$ cat src/rtl/cpu_pkg.sv
// cpu_pkg: shared widths, reset/step constants and PC-action encoding for the core.
package cpu_pkg;
    localparam int WIDTH = 16;
    localparam int IMM_W = 12;
    localparam logic [WIDTH-1:0] RESET_PC = 16'h0000;
    localparam logic [WIDTH-1:0] PC_STEP = 16'd2;
    typedef enum logic [1:0] {PC_HOLD, PC_SEQ, PC_REL, PC_RA} pc_act_e;
    function automatic logic [WIDTH-1:0] sext(input logic [IMM_W-1:0] v);
        return {{(WIDTH-IMM_W){v[IMM_W-1]}}, v};
    endfunction
endpackage

$ cat src/rtl/ra_stack.sv
// ra_stack: LIFO of saved return addresses; push when full and pop when empty are ignored.
module ra_stack #(
    parameter int W = 16,
    parameter int DEPTH = 8,
    localparam int DW = $clog2(DEPTH + 1),
    localparam int AW = DEPTH > 1 ? $clog2(DEPTH) : 1
) (
    input  logic          clk,
    input  logic          Reset,
    input  logic          clr,
    input  logic          push,
    input  logic          pop,
    input  logic [W-1:0]  din,
    output logic [W-1:0]  dout,
    output logic [DW-1:0] depth,
    output logic          full,
    output logic          empty
);
    logic [W-1:0] mem [DEPTH];
    logic [AW-1:0] wi, ti;
    assign full = depth == DW'(DEPTH);
    assign empty = depth == '0;
    assign wi = AW'(depth);
    assign ti = AW'(depth - 1'b1);
    assign dout = mem[ti];
    always_ff @(posedge clk or negedge Reset)
        if (!Reset) depth <= '0;
        else if (clr) depth <= '0;
        else if (push && !full) depth <= depth + 1'b1;
        else if (pop && !empty) depth <= depth - 1'b1;
    // contents need no reset: depth alone decides what is valid
    always_ff @(posedge clk)
        if (push && !full && !clr) mem[wi] <= din;
endmodule

$ cat src/rtl/pc_unit.sv
// pc_unit: PC/RA registers with priority next-PC mux, branch compare and sticky stack/compare flags.
module pc_unit
    import cpu_pkg::*;
#(
    parameter int STACK_DEPTH = 8,
    localparam int DW = $clog2(STACK_DEPTH + 1)
) (
    input  logic             clk,
    input  logic             Reset,
    input  logic             writePC,
    input  logic             PCsrc,
    input  logic             ImRPC,
    input  logic             writeRA,
    input  logic             backup,
    input  logic             restore,
    input  logic             cmpeq,
    input  logic             cmpne,
    input  logic             resetSig,
    input  logic [IMM_W-1:0] imm,
    input  logic [WIDTH-1:0] cmp_a,
    input  logic [WIDTH-1:0] cmp_b,
    output logic [WIDTH-1:0] pc,
    output logic [WIDTH-1:0] ra,
    output logic [DW-1:0]    stack_depth,
    output logic             br_taken,
    output logic             stk_ovf,
    output logic             stk_unf,
    output logic             cmp_err
);
    pc_act_e act;
    logic cond, taken, push, pop, full, empty;
    logic [WIDTH-1:0] top, pc_nxt;
    always_comb begin
        cond = cmpeq ? cmp_a == cmp_b : cmp_a != cmp_b;
        taken = 1'b0;
        act = PC_HOLD;
        if (writePC && PCsrc) act = PC_RA;
        else if (cmpeq || cmpne) begin
            taken = (cmpeq ^ cmpne) && cond;
            act = taken ? PC_REL : PC_HOLD;
        end
        else if (writePC) act = ImRPC ? PC_REL : PC_SEQ;
        pc_nxt = act == PC_RA  ? ra :
                 act == PC_REL ? pc + sext(imm) :
                 act == PC_SEQ ? pc + PC_STEP : pc;
    end
    // simultaneous backup and restore cancel out entirely
    assign push = backup && !restore;
    assign pop = restore && !backup && writeRA && PCsrc;
    ra_stack #(.W(WIDTH), .DEPTH(STACK_DEPTH)) u_stack (
        .clk(clk),
        .Reset(Reset),
        .clr(resetSig),
        .push(push),
        .pop(pop),
        .din(ra),
        .dout(top),
        .depth(stack_depth),
        .full(full),
        .empty(empty)
    );
    always_ff @(posedge clk or negedge Reset)
        if (!Reset) begin
            pc <= RESET_PC;
            ra <= '0;
            br_taken <= 1'b0;
            stk_ovf <= 1'b0;
            stk_unf <= 1'b0;
            cmp_err <= 1'b0;
        end
        else if (resetSig) begin
            pc <= RESET_PC;
            ra <= '0;
            br_taken <= 1'b0;
            stk_ovf <= 1'b0;
            stk_unf <= 1'b0;
            cmp_err <= 1'b0;
        end
        else begin
            pc <= pc_nxt;
            if (pop) ra <= empty ? '0 : top;
            else if (writeRA && !PCsrc && !(backup && restore)) ra <= pc;
            br_taken <= taken;
            stk_ovf <= stk_ovf | (push & full);
            stk_unf <= stk_unf | (pop & empty);
            cmp_err <= cmp_err | (cmpeq & cmpne);
        end
endmodule

$ cat config.mk
export PLATFORM = sky130hd
export DESIGN_NAME = pc_unit
export DESIGN_NICKNAME = d
export VERILOG_FILES = /design/src/rtl/cpu_pkg.sv /design/src/rtl/ra_stack.sv /design/src/rtl/pc_unit.sv
export SDC_FILE = /design/constraint.sdc
export NUM_CORES = 1
export LEC_CHECK = 0
export CAP_MARGIN = 20
export CORE_MARGIN = 2
export CORE_UTILIZATION = 52
export DETAILED_ROUTE_END_ITERATION = 8
export HOLD_SLACK_MARGIN = 0.15
export PLACE_DENSITY = 0.87
export SKIP_CTS_REPAIR_TIMING = 1
export SLEW_MARGIN = 0
export SYNTH_ARGS = -nofsm -noshare
export SYNTH_HDL_FRONTEND = slang
export SYNTH_HIERARCHICAL = 1
export SYNTH_SLANG_ARGS = --single-unit
$ cat constraint.sdc
create_clock -name clk -period 8.1 [get_ports clk]
set_input_delay 1.62 -clock clk [delete_from_list [all_inputs] [get_ports clk]]
set_output_delay 1.62 -clock clk [all_outputs]
set_load 0.01 [all_outputs]
==> results of run 1 <==
==> worst max path at each step <==
| stage | start | to | slack (ns) |
|---|---|---|---|
| 6_report | cmp_b[0] | pc[7] | 3.27 |
| 5_1_grt | cmp_b[12] | pc[7] | 2.97 |
| 4_1_cts | cmp_b[5] | pc[7] | 3.34 |
| 3_5_place_dp | cmp_b[7] | pc[13] | 3.02 |
| 3_3_place_gp | cmp_a[11] | pc[13] | 3.16 |
| 2_1_floorplan | cmp_b[11] | pc[12] | 4.34 |
==> where the power goes <==
| part | total, W | internal, W | switching, W |
|---|---|---|---|
| Combinational | 0.000462 | 0.000222 | 0.000239 |
| Clock | 0.000772 | 0.000456 | 0.000316 |
| Sequential | 0.00103 | 0.000968 | 0.0000628 |
| Total | 0.00226 | 0.00165 | 0.000618 |
==> cells by family (layout without fill, tap and decap cells) <==
group                    Yosys count  in the layout
AO/OA/AOI/OAI                    135            135
XOR/XNOR                          32             32
adder cells (fa/ha/maj)           23             23
buffers and inverters             50            150
flip-flops                       168            168
multiplexers                      67             67
AND/OR/NAND/NOR                  153            153
==> flip-flops by register name, summed over array words and instances (netlist names) <==
register	flops
stk_unf	1
stk_ovf	1
pc	16
u_stack/depth	4
br_taken	1
u_stack/mem	128
ra	16
cmp_err	1
==> placed cells by master, fill, tap and decap left out, types with 18 or more instances in the layout <==
master / Yosys / routed
edfxtp_1: 128 / 128
clkdlybuf4s50_1: 0 / 93
nand2_1: 50 / 50
a21oi_1: 43 / 43
o21ai_0: 39 / 39
dfrtp_1: 40 / 39
nor2_1: 37 / 31
mux4_2: 31 / 31
xnor2_1: 27 / 27
ha_1: 22 / 22
inv_1: 19 / 19
mux2i_1: 18 / 18
==> routing by layer <==
metal	up-vias	GRT usage [%]
li1	2594	-
met1	2923	32.5
met2	371	43.5
met3	44	4.22
met4	0	7.32
met5	-	0
==> worst max-delay path, cell delays in order <==
cell and delay (ns):
clkdlybuf4s50_1 0.42, xnor2_1 0.20, nand4_1 0.12, nor4_1 0.33
xnor2_1 0.17, nand3b_1 0.11, o21ai_0 0.13, ha_1 0.71
inv_1 0.44, nand2_1 0.21, a21oi_1 0.06, a2111oi_0 0.55
==> stage by stage <==
step | hold slack, ns | utilization, %
finish | 0.493 | 63.4
global route | 0.534 | 63.4
CTS | 0.497 | 63.4
detailed placement | 0.487 | 59.8
global placement | 0.481 | 59.8
floorplan | 0.521 | -
==> final cells by class <==
cell class / instances / area, um^2 / area share [%]
clock buffers: 22 / 484 / 4.82
clock inverters: 10 / 90.1 / 0.897
inverters: 19 / 71.3 / 0.710
multi-input cells: 410 / 3300 / 32.9
flip-flops and latches: 168 / 4850 / 48.3
well taps: 216 / 270 / 2.69
repair buffers: 99 / 973 / 9.70
==> impl_metrics.tcl, run 1 <==
set metrics [dict create \
    endpoint_kind "register" \
    syn_to_final_growth_pct 19.5 \
    synth_common_cells "128 x edfxtp_1, 50 x nand2_1, 43 x a21oi_1" \
    port-buffer-count 94 \
    hold_violations 0 \
    ctsHtreeMaxLevel 4 \
    track_usage_pct 25.0 \
    via_per_inst 6.28 \
    synthFlopType "edfxtp_1" \
    syn_inst 628 \
    top_layer_used "met4" \
    overflow 0 \
    reg2reg_to "ra[3]" \
    grt_pass1_wl_um 31800 \
    rr_startpoint "u_stack/depth[1]" \
    rr_worst_depth 7 \
    place_congestion 0.994 \
    row_count 46 \
    die_area_um2 17200 \
    setup_viol 0 \
    clk_latency_ns 0.42 \
    nets 793 \
    cts.sinks 168 \
    antenna_violating_nets_post_route 0 \
    synth_top_area_cell "edfxtp_1" \
    num_vias 5932 \
    hold_path_depth 2 \
    crit_type "in2reg" \
    antenna_found_initial 0 \
    initial_core_util_pct 53.1 \
    p_per_area_nw_per_um2 226 \
    fin_cells 944 \
    root_buffer "clkbuf_16" \
    synth_compound_area_share_pct 10.2 \
    fin_crit_ns 4.83 \
    drive_above_1_share_pct 13.7 \
    regToRegSetupSlack_ns 4.96 \
    synthAdderAreaFrac_pct 3.52 \
    tns_ns 0 \
    ys_ff_latch 168 \
    synth_edf_count 128 \
    cts_buffers 17 \
    synth-simple-area-share_pct 8.81 \
    required_ns 8.35 \
    yosysWarnings 6 \
    finClkSkew_ns 0.00725 \
    first_iter_violations 687 \
    seq_area_frac_synth_pct 57.7 \
    fill_cells 1097 \
    synthArstFlopShare_pct 23.8 \
    wirelength_met1_um 7880 \
    dpl-instance-area_um2 9470 \
    synth_area_um2 8400 \
    synth_cell_type_count 66 \
    synth_top_family_by_area "multiplexers" \
    grt_max_degree 41 \
    fin_area_um2 10000 \
    dr_wl_met3_um 1530 \
    finalWirelength_um 20700 \
    drv_slew 0 \
    timing.max_cap.violations 0 \
    syn_avg_cell_area_um2 13.4 \
    relSlewSlack_pct 23.2 \
    synth_fp_nets 706 \
    synth_area_leaders "edfxtp_1 46%, dfrtp_1 12%, mux4_2 8.3%" \
    synth.top_cell.area_share_pct 45.8 \
    crit_fanout 23 \
    wl_per_cell_um 21.9 \
    max_freq_mhz 207 \
    status "finished clean" \
    tightest_slew_ns 1.15 \
    path_clk_slew_ns 0.06 \
    min_period_over_period_pct 59.6 \
    fp.coreArea_um2 15800 \
    drc 0 \
    first_pass_iters 5 \
    ios 95 \
    rsz0062_at_grt "false" \
    die_w_um 131 \
    synthMuxAreaShare_pct 13.1 \
    die_h_um 131 \
    route.met2.wl_um 10800 \
    synth-xor-area-share_pct 3.34 \
    hp-class "reg2reg" \
    placed_cells 912 \
    critPathArrivalTime_ns 5.07 \
    grt_pass1_vias 5683 \
    postLayoutSetupSlackWorst_ns 3.27 \
    vdd_ir_drop_max_v 0.000167 \
    holdCritStartpoint "stk_ovf" \
    place_hpwl_um 13500 \
    hold_end "stk_ovf" \
    cts_tree "yes" \
    pre_cts_ws_ns 3.02 \
    synth.most_common_cell "edfxtp_1" \
    finalPower_w 0.00226 \
    diodes 0 \
    p_leak_nw 3.56 \
    clk_path_buf_depth 2 \
    worst_setup_path_start_kind "input pin" \
]
Note: power is estimated with default switching activity, not from simulation.
==> run 2, diff against run 1 <==
--- a/config.mk
+++ b/config.mk
@@ -7,10 +7,10 @@
 export LEC_CHECK = 0
 export CAP_MARGIN = 20
 export CORE_MARGIN = 2
-export CORE_UTILIZATION = 52
+export CORE_UTILIZATION = 51
 export DETAILED_ROUTE_END_ITERATION = 8
 export HOLD_SLACK_MARGIN = 0.15
-export PLACE_DENSITY = 0.87
+export PLACE_DENSITY = 0.88
 export SKIP_CTS_REPAIR_TIMING = 1
 export SLEW_MARGIN = 0
 export SYNTH_ARGS = -nofsm -noshare
==> constraint.sdc (replaced) <==
create_clock -name clk -period 3.98 [get_ports clk]
set_input_delay 0.796 -clock clk [delete_from_list [all_inputs] [get_ports clk]]
set_output_delay 0.796 -clock clk [all_outputs]
set_load 0.01 [all_outputs]
==> run 2 against run 1 <==
Compared with the run above:
- combinational power grew 100%
- flip-flop and latch count did not move
- register-to-register slack lost 3.8 ns
- global-route usage is 1.1 points lower
- clock skew up 0.0018 ns
- highest routed layer unchanged
- via count fell by 0.13%
==> impl_metrics.tcl, run 2 (synthesis results as in run 1) <==
set metrics [dict create \
    status "finished clean" \
    drc 0 \
    hp-class "in2async" \
    clk_latency_ns 0.42 \
    setup_viol 0 \
    wirelength_met1_um 7620 \
    row_count 46 \
    antenna_violating_nets_post_route 0 \
    first_pass_iters 5 \
    grt_max_degree 41 \
    largest_reg_flops 128 \
    crit_chain "clkdlybuf4s50_1 > xnor2_1 > nand4_1 > nor4_1 > xnor2_1 > nand3b_1 > o21ai_0 > ha_1 > buf_4 > nor4_1 > a21oi_1 > o21ai_0" \
    crit_fanout 19 \
    fin_crit_ns 3.24 \
    diodes 0 \
    relSlewSlack_pct 38.2 \
    vdd_ir_drop_max_v 0.000318 \
    drive_above_1_share_pct 14.8 \
    required_ns 4.31 \
    grt_pass1_vias 6114 \
    tns_ns 0 \
    clk_path_buf_depth 2 \
    timing.max_cap.violations 0 \
    regArea_um2 4850 \
    ios 95 \
    final_common_cell "edfxtp_1" \
    hold_violations 0 \
    root_buffer "clkbuf_16" \
    place_hpwl_um 13500 \
    worst_setup_path_start_kind "input pin" \
    drv_slew 0 \
    path_clk_slew_ns 0.06 \
    endpoint_kind "register" \
    rsz0062_at_grt "false" \
    p_leak_nw 3.63 \
    p_per_area_nw_per_um2 457 \
    num_vias 5924 \
    ctsHtreeMaxLevel 4 \
    first_iter_violations 592 \
    via_per_inst 6.17 \
    critPathSlowestCell "nor4_1" \
    track_usage_pct 23.9 \
    route.met2.wl_um 10200 \
    wl_per_cell_um 21.0 \
    syn_to_final_growth_pct 20.7 \
    finalWirelength_um 20200 \
    grt_pass1_wl_um 32300 \
    nets 810 \
    port-buffer-count 94 \
    cts.sinks 168 \
    cts_tree "yes" \
    dr_wl_met3_um 1640 \
    die_w_um 132 \
    multi_input_area_um2 3280 \
    max_freq_mhz 309 \
    fill_cells 1158 \
    antenna_found_initial 0 \
    initial_core_util_pct 52.5 \
    die_area_um2 17500 \
    cts_buffers 17 \
    top_layer_used "met4" \
    layout_common_cells "128 x edfxtp_1, 93 x clkdlybuf4s50_1, 50 x nand2_1" \
    min_period_over_period_pct 81.4 \
    reg_top3 "u_stack/mem x128, pc x16, ra x16" \
    place_congestion 0.983 \
    fp.coreArea_um2 16000 \
    top_register "u_stack/mem" \
    worst_path_largest_cell_delay_ns 0.52 \
    crit_type "in2reg" \
    critPathArrivalTime_ns 3.57 \
    die_h_um 132 \
    tightest_slew_ns 0.925 \
    finClkSkew_ns 0.00909 \
    finalPower_w 0.00464 \
    overflow 0 \
]
## run 2: cell count changes in the layout (fill, tap and decap cells not counted), moves of 2 or more
cell	previous run	this run
nor2_1	31	37
nor3_4	2	0
inv_6	2	5
nor2_2	6	0
nor3_2	0	2
inv_4	2	0
clkinv_2	2	0
clkinvlp_4	1	5
clkbuf_8	4	0
buf_4	5	22
## run 2: path summary, 6_finish.rpt
| check | from | endpoint | slack, ns | cells past startpoint |
|---|---|---|---|---|
| hold reg to reg | cmp_err | cmp_err | 0.51 | 2 |
| max in group asynchronous | Reset | u_stack/depth[0] | 2.85 | 1 |
| hold / removal | Reset | ra[0] | 0.49 | 1 |
| setup reg to reg | u_stack/depth[1] | ra[3] | 1.16 | 7 |
| min in group clk | cmp_err | cmp_err | 0.51 | 2 |
| setup / recovery | cmp_a[12] | pc[10] | 0.74 | 12 |
## run 2: metrics by stage
step / std cells / util, % / setup slack, ns / cell area, um^2 / hold WS (ns)
finish: 960 / 63.4 / 0.740 / 10100 / 0.491
global route: 960 / 63.4 / 0.532 / 10100 / 0.541
CTS: 960 / 63.4 / 0.751 / 10100 / 0.506
detailed placement: 929 / 59.8 / 0.286 / 9570 / 0.501
global placement: 929 / 59.8 / 0.456 / 9570 / 0.481
floorplan: 628 / - / 1.03 / 8400 / 0.500
## run 2: per-layer routing
| metal | vias up | GRT usage (%) |
|---|---|---|
| met5 | - | 0 |
| met4 | 0 | 10.7 |
| met3 | 68 | 4.84 |
| met2 | 331 | 41.0 |
| met1 | 2899 | 29.2 |
| li1 | 2626 | - |
## run 2: cell type report
cell class              instances  area share, %
repair buffers                116           10.9
clock inverters                14           1.47
multi-input cells             410           32.3
well taps                     216           2.67
inverters                      19          0.703
flip-flops and latches        168           47.8
clock buffers                  17           4.20
## run 2: where the power goes
group	leakage (nW)	internal (W)	switching [W]
logic	1.65	0.000458	0.000485
clock network	0.264	0.000925	0.000680
registers	1.72	0.00197	0.000119
total	3.63	0.00335	0.00128
## run 2: critical path: cells and delay by family
family | cells | cell delay (ns)
AND/OR/NAND/NOR | 4 | 1.10
AO/OA/AOI/OAI | 3 | 0.40
XOR/XNOR | 2 | 0.29
adder cells (fa/ha/maj) | 1 | 0.31
buffers and inverters | 2 | 0.69
==> variant: new RTL, settings of run 2 <==
Set the package constant `WIDTH` to 14 (it was 16).
--- a/src/rtl/cpu_pkg.sv
+++ b/src/rtl/cpu_pkg.sv
@@ -1,6 +1,6 @@
 // cpu_pkg: shared widths, reset/step constants and PC-action encoding for the core.
 package cpu_pkg;
-    localparam int WIDTH = 16;
+    localparam int WIDTH = 14;
     localparam int IMM_W = 12;
     localparam logic [WIDTH-1:0] RESET_PC = 16'h0000;
     localparam logic [WIDTH-1:0] PC_STEP = 16'd2;
Interface: changed (resized cmp_a, cmp_b, pc and ra); port bits go from 95 to 87. The function was not compared with the original's and may differ.
==> variant against run 2 <==
Synthesized area is 11% lower. Sequential share of layout area fell by 1.0 points. Cell count decreased by 11%. Power decreased by 11%. Setup slack got worse by 0.19 ns. Register-to-register slack got worse by 0.05 ns. Sequential cell count decreased by 20. Cell area decreased by 10%. Wire length is 12% lower.
==> variant: results (changes against run 2) <==
** Outcome
- The flow ran to the end, and the final reports show no timing, DRC or antenna violations.

** Timing
- The final setup skew came to 0.01160 ns (+0.002511 ns).
- The worst slew margin relative to its limit is 0.4066 (+0.02498).

** Synthesis
- Proportion of synthesized chip area in sequential cells :: 0.5715 (-0.005353)
- The fraction of synthesized area in multiplexers was 0.1397 (+0.009182).
- In the synthesized netlist the dominant register cell turns out to be edfxtp_1.
- Yosys cell types :: 63 (-4.5%)
- By area the synthesized netlist is led by edfxtp_1 (45%), dfrtp_1 (12%), mux4_1 (4.9%), mux4_2 (4.2%), ha_1 (3.4%).
- Number of flops mapped to enable cells by yosys :: 112 (-13%)
- Fraction of the mapped netlist area in compound gates :: 0.09777 (-0.004137)
- Adder-Cell Fraction of Synth Area :: 0.03622 (+0.001062)
- The xor/xnor share of the synthesized area is 0.02935 (-0.004025).
- The post-synth net total is 633 (-10%).
- Ys async rst share :: 0.2432 (+0.005148)
- In the synthesized netlist, the cells that appear most often are edfxtp_1 (112), nand2_1 (48), nor2_1 (42).

** Placed design
- The last weighted congestion value of the routability-driven placer was 0.9279 (-5.6%).
- The worst setup slack before clock tree synthesis came to 0.1152 ns (-0.1708 ns).
- Port Buffers :: 86 (-8.5%)
- The half-perimeter wire length of the detailed placement result came to 12,260 um (-9.4%).

** GRT
- The global-route wire length before repair is 28,300 um (-12%).
- The global-route usage over all layers was 0.2329 (-0.005916).
- Number of global-route vias before repair :: 5,180 (-15%)
- Largest net degree at the start of global routing :: 37 (-9.8%)

** Power
- Peak ir drop on the vdd network :: 350.5 uV (+10%)
- Leak :: 3.320 nW (-8.6%)

** Finish
- Fraction of final layout cells with drive strength greater than 1 :: 0.1397 (-0.008176)
- Biggest registers after layout :: u_stack/mem (112), pc (14), ra (14)
- The number of nets in the layout came to 732 (-9.6%).
- Count of inserted antenna diode cells :: 0 (unchanged)

** Route
- The detailed-router iteration count before antenna repair is 7 (+2).
- The violation count after the first detailed-route iteration was 472 (-20%).
- The met2 wire length came to 8956 um (-12%).
- The routed length on met1 came to 7198 um (-5.5%).
- The detailed route wirelength on metal3 is 1200 um (-27%).
- The routed wire length came to 17,740 um (-12%).
- The via count came to 5,212 (-12%).

** CTS
- Buffer type at the clock tree root :: clkbuf_16
- The H-tree depth reported by CTS came to 4 (unchanged).
- Inserted Clock Buffers :: 17 (unchanged)
- CTS clk-pin slew, worst paths :: 0.06 ns (about the same)
- The number of buffers between clock root and the deepest sink was 2 (unchanged).
- Worst skew pair latency :: 0.43 ns

** Worst setup path
- The worst-path maximum fanout came to 12 (-7).
- Signal arrival time at the worst endpoint :: 3.79 ns (+0.22 ns)
- Highest cell delay on the worst timing path :: 0.50 ns (-0.02 ns)
- The largest individual stage delay along the critical path comes from the cell clkdlybuf4s50_1.

** Run
- The number of maximum-capacitance violations is 0 (unchanged).

** Worst hold path
- Worst min path class :: in -> async
-- variant: final timing paths --
| path | from | end | slack [ns] | cells after the start |
|---|---|---|---|---|
| max in group asynchronous | Reset | u_stack/depth[0] | 2.86 | 1 |
| setup / recovery | cmp_a[12] | pc[12] | 0.55 | 14 |
| min in group clk | cmp_err | cmp_err | 0.50 | 2 |
| setup reg to reg | u_stack/depth[1] | ra[3] | 1.11 | 7 |
| hold reg to reg | cmp_err | cmp_err | 0.50 | 2 |
| hold / removal | Reset | cmp_err | 0.50 | 1 |
-- variant: worst max-delay path: cells and delay by family --
family	cells	cell delay, ns
mux	1	0.31
simple gates	5	0.74
fa+ha+maj	1	0.41
compound gates	3	0.52
xor+xnor	2	0.30
buf+inv	2	0.71
-- variant: cell families (layout without fill, tap and decap cells) --
| logic type | after synthesis | after routing |
|---|---|---|
| buf+inv | 42 | 154 |
| xor+xnor | 25 | 25 |
| mux | 62 | 62 |
| fa+ha+maj | 21 | 21 |
| simple gates | 150 | 150 |
| flops | 148 | 148 |
| compound gates | 113 | 113 |
-- variant: per-layer routing --
layer  track usage  up-vias
li1              -     2361
met5             0        -
met4       0.08758        0
met1        0.3072     2564
met2        0.3944      254
met3       0.03680       33
-- variant: area by class of cell --
class	instances	area, um2
inverters	16	60.06
flip-flops and latches	148	4265
multi-input cells	371	3000
well taps	184	230.2
clock inverters	13	95.09
repair buffers	106	1006
clock buffers	19	464.2
fillers	1086	5303
-- variant: where the power goes --
group	internal, W	switching, W
clock	0.000855	0.000638
sequential	0.00173	0.0000918
combinational	0.000389	0.000402
total	0.00297	0.00113
-- variant: metrics by stage --
| stage | utilization | hold slack (ns) | total power, W | instances | instance area, um2 |
|---|---|---|---|---|---|
| 3_3_place_gp | 0.5936 | 0.4793 | 0.002595 | 825 | 8562 |
| 6_report | 0.6324 | 0.5005 | 0.004105 | 857 | 9121 |
| 4_1_cts | 0.6324 | 0.5070 | 0.004109 | 857 | 9121 |
| 2_1_floorplan | - | 0.5004 | 0.002335 | 561 | 7461 |
| 5_1_grt | 0.6324 | 0.5362 | 0.004242 | 857 | 9121 |
| 3_5_place_dp | 0.5936 | 0.4919 | 0.002631 | 825 | 8562 |
